### src/rtl/mips_debug_frame_writer.sv
// Debug request responder: decodes a one-cycle select, snapshots or reads the chosen source,
// and streams it as NB_REG-bit frames (MSB word first) followed by a one-cycle end-of-data pulse.
module mips_debug_frame_writer #(
    parameter int unsigned NB_REG        = 32,
    parameter int unsigned NB_ADDR_DATA  = 16,
    parameter int unsigned NB_INSTR_ADDR = 9,
    parameter int unsigned NB_LATCH      = 96
) (
    input  logic                      i_clock,
    input  logic                      i_reset,
    input  logic [5:0]                i_request_select,
    input  logic [NB_ADDR_DATA-1:0]   i_addr,
    output logic [4:0]                o_reg_addr,
    input  logic [NB_REG-1:0]         i_reg_data,
    output logic [NB_ADDR_DATA-1:0]   o_data_mem_addr,
    output logic                      o_data_mem_re,
    input  logic [NB_REG-1:0]         i_data_mem_data,
    output logic [NB_INSTR_ADDR-1:0]  o_instr_mem_addr,
    output logic                      o_instr_mem_re,
    input  logic [NB_REG-1:0]         i_instr_mem_data,
    input  logic [NB_REG-1:0]         i_pc,
    input  logic [8*NB_LATCH-1:0]     i_latches,
    output logic [NB_REG-1:0]         o_frame,
    output logic                      o_eod,
    output logic                      o_busy
);

    localparam int unsigned WORDS  = NB_LATCH / NB_REG;
    localparam int unsigned NB_CNT = (WORDS > 1) ? $clog2(WORDS) : 1;

    localparam logic [5:0] SEL_NONE  = 6'h3F;
    localparam logic [5:0] SEL_DMEM  = 6'h20;
    localparam logic [5:0] SEL_IMEM  = 6'h21;
    localparam logic [5:0] SEL_PC    = 6'h22;
    localparam logic [5:0] SEL_LATCH = 6'h24;
    localparam logic [5:0] SEL_LAST  = 6'h2B;

    typedef enum logic [1:0] {StIdle, StSendMem, StSendLatch, StEod} state_t;

    state_t                r_state, w_state;
    logic [NB_LATCH-1:0]   r_shift, w_shift;
    logic [NB_CNT-1:0]     r_cnt, w_cnt;
    logic [5:0]            r_sel, w_sel;
    logic [2:0]            w_group;
    logic [NB_LATCH-1:0]   w_strip;

    assign o_reg_addr       = i_request_select[4:0];
    assign o_data_mem_addr  = i_addr;
    assign o_instr_mem_addr = i_addr[NB_INSTR_ADDR-1:0];
    assign o_data_mem_re    = (r_state == StIdle) && (i_request_select == SEL_DMEM);
    assign o_instr_mem_re   = (r_state == StIdle) && (i_request_select == SEL_IMEM);
    assign o_eod            = (r_state == StEod);
    assign o_busy           = (r_state != StIdle);

    assign w_group = 3'(i_request_select - SEL_LATCH);

    always_comb begin
        w_strip = '0;
        for (int k = 0; k < 8; k++) begin
            if (w_group == 3'(k)) w_strip = i_latches[k*NB_LATCH +: NB_LATCH];
        end
    end

    always_comb begin
        w_state = r_state;
        w_shift = r_shift;
        w_cnt   = r_cnt;
        w_sel   = r_sel;
        o_frame = '0;
        case (r_state)
            StIdle: begin
                if (i_request_select != SEL_NONE) begin
                    w_sel = i_request_select;
                    if (!i_request_select[5] || i_request_select == SEL_DMEM ||
                        i_request_select == SEL_IMEM) begin
                        w_state = StSendMem;
                    end else if (i_request_select == SEL_PC) begin
                        w_shift = {i_pc, {(NB_LATCH-NB_REG){1'b0}}};
                        w_cnt   = '0;
                        w_state = StSendLatch;
                    end else if (i_request_select >= SEL_LATCH &&
                                 i_request_select <= SEL_LAST) begin
                        w_shift = w_strip;
                        w_cnt   = NB_CNT'(WORDS - 1);
                        w_state = StSendLatch;
                    end else begin
                        w_state = StEod;
                    end
                end
            end
            StSendMem: begin
                // Read data arrives one cycle after the strobe; pick it by the latched select.
                if (!r_sel[5])              o_frame = i_reg_data;
                else if (r_sel == SEL_DMEM) o_frame = i_data_mem_data;
                else                        o_frame = i_instr_mem_data;
                w_state = StEod;
            end
            StSendLatch: begin
                o_frame = r_shift[NB_LATCH-1 -: NB_REG];
                w_shift = r_shift << NB_REG;
                if (r_cnt == '0) w_state = StEod;
                else             w_cnt   = r_cnt - NB_CNT'(1);
            end
            StEod: begin
                w_state = StIdle;
            end
            default: begin
                w_state = StIdle;
            end
        endcase
    end

    always_ff @(posedge i_clock) begin
        if (i_reset) begin
            r_state <= StIdle;
            r_shift <= '0;
            r_cnt   <= '0;
            r_sel   <= SEL_NONE;
        end else begin
            r_state <= w_state;
            r_shift <= w_shift;
            r_cnt   <= w_cnt;
            r_sel   <= w_sel;
        end
    end

endmodule
### config.mk
export PLATFORM = sky130hd
export DESIGN_NAME = mips_debug_frame_writer
export DESIGN_NICKNAME = d
export VERILOG_FILES = /design/src/rtl/mips_debug_frame_writer.sv
export SDC_FILE = /design/constraint.sdc
export NUM_CORES = 1
export LEC_CHECK = 0
export CORE_AREA = 2 2 386 388
export DETAILED_ROUTE_END_ITERATION = 16
export DIE_AREA = 0 0 388 390
export PLACE_DENSITY_LB_ADDON = 0.05
export SYNTH_ARGS = -nofsm -noshare
export SYNTH_HDL_FRONTEND = slang
export SYNTH_SLANG_ARGS = --single-unit
### constraint.sdc
create_clock -name i_clock -period 2.1 [get_ports i_clock]
set_input_delay 0.42 -clock i_clock [delete_from_list [all_inputs] [get_ports i_clock]]
set_output_delay 0.42 -clock i_clock [all_outputs]
set_load 0.01 [all_outputs]
==> metrics.csv <==
metric;value;unit
finalPower;0.0190;W
wire_per_inst;28.4;um
crit_fanout;7;
p_switching;0.00843;W
timing.final.crit_share;126;%
ys_types;55;
synth_top_family_by_area;compound AO/OA/AOI/OAI gates;
setup_ws;-549;ps
hold_viol_final;0;
finalInstanceArea;29000;um^2
synth-adder-area-share;0.593;%
critPathMaxStageDelay;340;ps
critPathRequiredTime;1680;ps
slew_violations;0;
drive_above_1_share;25.0;%
yosys.area.top_type;dfxtp_1;
crit_slowest_cell;dfxtp_2;
synth_commonest_cells;201 x mux2i_1, 133 x nor2_1, 115 x o21ai_0;
overflow;0;
syn_nets;2506;
avgSynthCellArea;8.02;um^2
cts_sinks;106;
r2r_end;r_shift[47]$_SDFFE_PP0P_;
io_buffers;944;
cp_top_family;buffers and inverters;
r2r_cells;12;
drcViolationCount;0;
fmax;0.378;GHz
drt_iter0_drc;619;
synth-edff-count;0;
std_cell_rows;141;
synth_compound_area_share;34.2;%
maxSlewHeadroom;52.7;%
seq_area_frac_synth;16.8;%
grt_pass1_wl;171000;um
cts_buffer_depth;2;
finalSetupViolCount;42;
synthSimpleGateAreaFrac;13.5;%
die_width;388;um
hold_depth;2;
first_pass_iters;4;
min_path_type;input pin to register;
ctsHoldBuffers;0;
die_h;390;um
synth_flop_cell;dfxtp_1;
clk_pin_slew;80;ps
worstHoldStart;i_reset;
p_leak;10.7;nW
cts_buffers;9;
final_antenna_net_count;0;
ir_drop;0.000403;V
p_clk_share;10.8;%
synth-seq-cells;106;
cts-root-buf;clkbuf_16;
synth_xor_area_share;0.0691;%
htreeDepth;3;
die_area;151000;um^2
num-nets-final;3602;
synthArstFlopShare;0;%
p_per_area;657;nW/um^2
grt_pass1_vias;19700;
synth.area.top_cells;dfxtp_1 17%, mux2i_1 16%, mux4_2 6.0%;
io_pins;986;
violations;setup timing;
swShare;44.3;%
ys.warnings.count;0;
grtUsageTotal;16.6;%
core;147000;um^2
seqPwrFrac;18.7;%
rsz0062_at_grt;yes;
worstHoldEndpoint;r_shift[91]$_SDFFE_PP0P_;
outcome;finished with violations;
worstSetupPathType;register to primary output;
maxCapViolCount;0;
regToRegSetupSlack;-80;ps
initial_core_util;8.61;%
p_int;0.0106;W
wl;131000;um
cts_tree;done;
synth_cells;1580;
reg2reg_from;r_state[0]$_SDFFE_PP0P_;
viasPerCell;3.80;
worstPathArrival;2230;ps
path_cells;nor4_4 > nand3b_1 > buf_6 > buf_16 > buf_12 > mux2i_1 > a21oi_2 > a22o_1 > buf_2;
crit_buf_inv;4;
area_growth;129;%
routabilityCongestion;0.797;
comb_power_share;70.5;%
synth.most_common_cell;mux2i_1;
skew;14.7;ps
synthesis.area;12700;um^2
finalCriticalPeriod;2650;ps
vias;17600;
synth.area.mux_share;25.6;%
postLayoutCoreUtil;19.7;%
hpwl;111000;um
clock_latency;400;ps
synth.top_cell.area_share;16.8;%
worstSetupStartpointType;register;
place_area;26400;um^2
end_kind;primary output;
grt_max_degree;43;
tightestPinTransition;709;ps
antenna_found_initial;40;
-- worst reg2reg max path, cell delays in order (launching register included) --
cell	delay (ps)
dfxtp_2	330
inv_2	50
buf_6	110
ha_4	160
buf_12	130
buf_8	110
nor2_4	50
buf_6	110
a21o_4	230
buf_12	150
clkbuf_16	190
a211oi_2	380
nor4b_2	90
-- flip-flops by register name (all words and copies together), names as in the netlist --
register  flops
r_sel         6
r_state       2
r_shift      96
r_cnt         2
-- per-stage QoR --
step / setup TNS, ps / setup WS, ps / hold WS (ps) / std cells
floorplan: 0 / 99.7 / 432 / 1580
global placement: -78800 / -962 / 460 / 4548
detailed placement: -79600 / -973 / 479 / 4548
CTS: -16860 / -626 / 382 / 4593
global route: -22720 / -696 / 407 / 4619
finish: -15220 / -549 / 420 / 4622
-- cell usage in the layout, fill, tap and decap left out, types with 22 or more instances in the layout --
cell,synthesis,routed
nor2_1,133,125
buf_6,5,47
buf_4,55,240
mux4_2,34,34
a22oi_1,38,38
o22ai_1,39,37
a211oi_1,42,22
buf_12,0,60
a22o_1,60,59
nand2_1,69,68
o221ai_1,33,26
inv_1,26,22
dfxtp_1,106,101
nand2b_1,43,39
a21oi_1,101,67
a2bb2oi_1,33,33
o21ai_0,115,106
clkdlybuf4s50_1,0,901
a21oi_2,1,31
mux2i_1,201,179
mux2_2,41,41
o211ai_1,53,53
-- power groups by stage --
stage          clock, W  sequential [W]  combinational [W]
4_1_cts         0.00219         0.00360             0.0118
3_5_place_dp          0         0.00363             0.0105
3_3_place_gp          0         0.00362             0.0106
6_report        0.00206         0.00355             0.0134
5_1_grt         0.00221         0.00364             0.0145
2_1_floorplan         0         0.00282            0.00432
-- metal layers --
layer / global-route usage [%] / share of wire (%) / vias up
met4: 2.86 / 1.7 / 32
met2: 31.6 / 53 / 658
met3: 4.26 / 5.8 / 94
met1: 18.4 / 39 / 8454
li1: - / - / 8319
met5: 0 / 0.16 / -
-- cells by family after synthesis --
logic type,count (synthesis)
multiplexers,276
adder cells (fa/ha/maj),6
flip-flops,106
AO/OA/AOI/OAI,609
AND/OR/NAND/NOR,349
XOR/XNOR,1
buffers and inverters,233
-- area by class of cell --
class,instances,area (um^2)
sequential,106,2130
clock inverter,6,90.1
fill,16400,118000
tap,1930,2410
clock buffer,9,225
timing repair buffer,1290,13200
inverter,26,98.8
antenna,12,30.0
multi-input combinational,1243,10800
-- repair_timing --
| action | in CTS | in global routing |
|---|---|---|
| setup buffers | 20 | 27 |
| resized for setup | 253 | 197 |
| pin swaps | 47 | 87 |
| cloned | 10 | 5 |
| setup endpoints to repair | 132 | 97 |
-- worst max path at each step --
stage / startpoint / to / cells after the start
after floorplan: r_state[0]$_SDFFE_PP0P_ / r_shift[72]$_SDFFE_PP0P_ / 9
after global placement: i_request_select[5] / r_shift[80]$_SDFFE_PP0P_ / 10
after detailed placement: i_request_select[0] / r_shift[41]$_SDFFE_PP0P_ / 9
after CTS: r_sel[4]$_SDFFE_PP1P_ / o_frame[0] / 9
after global routing: r_sel[1]$_SDFFE_PP1P_ / o_frame[29] / 9
final: r_sel[1]$_SDFFE_PP1P_ / o_frame[23] / 9
No activity file was read; power rests on OpenSTA's default activity.
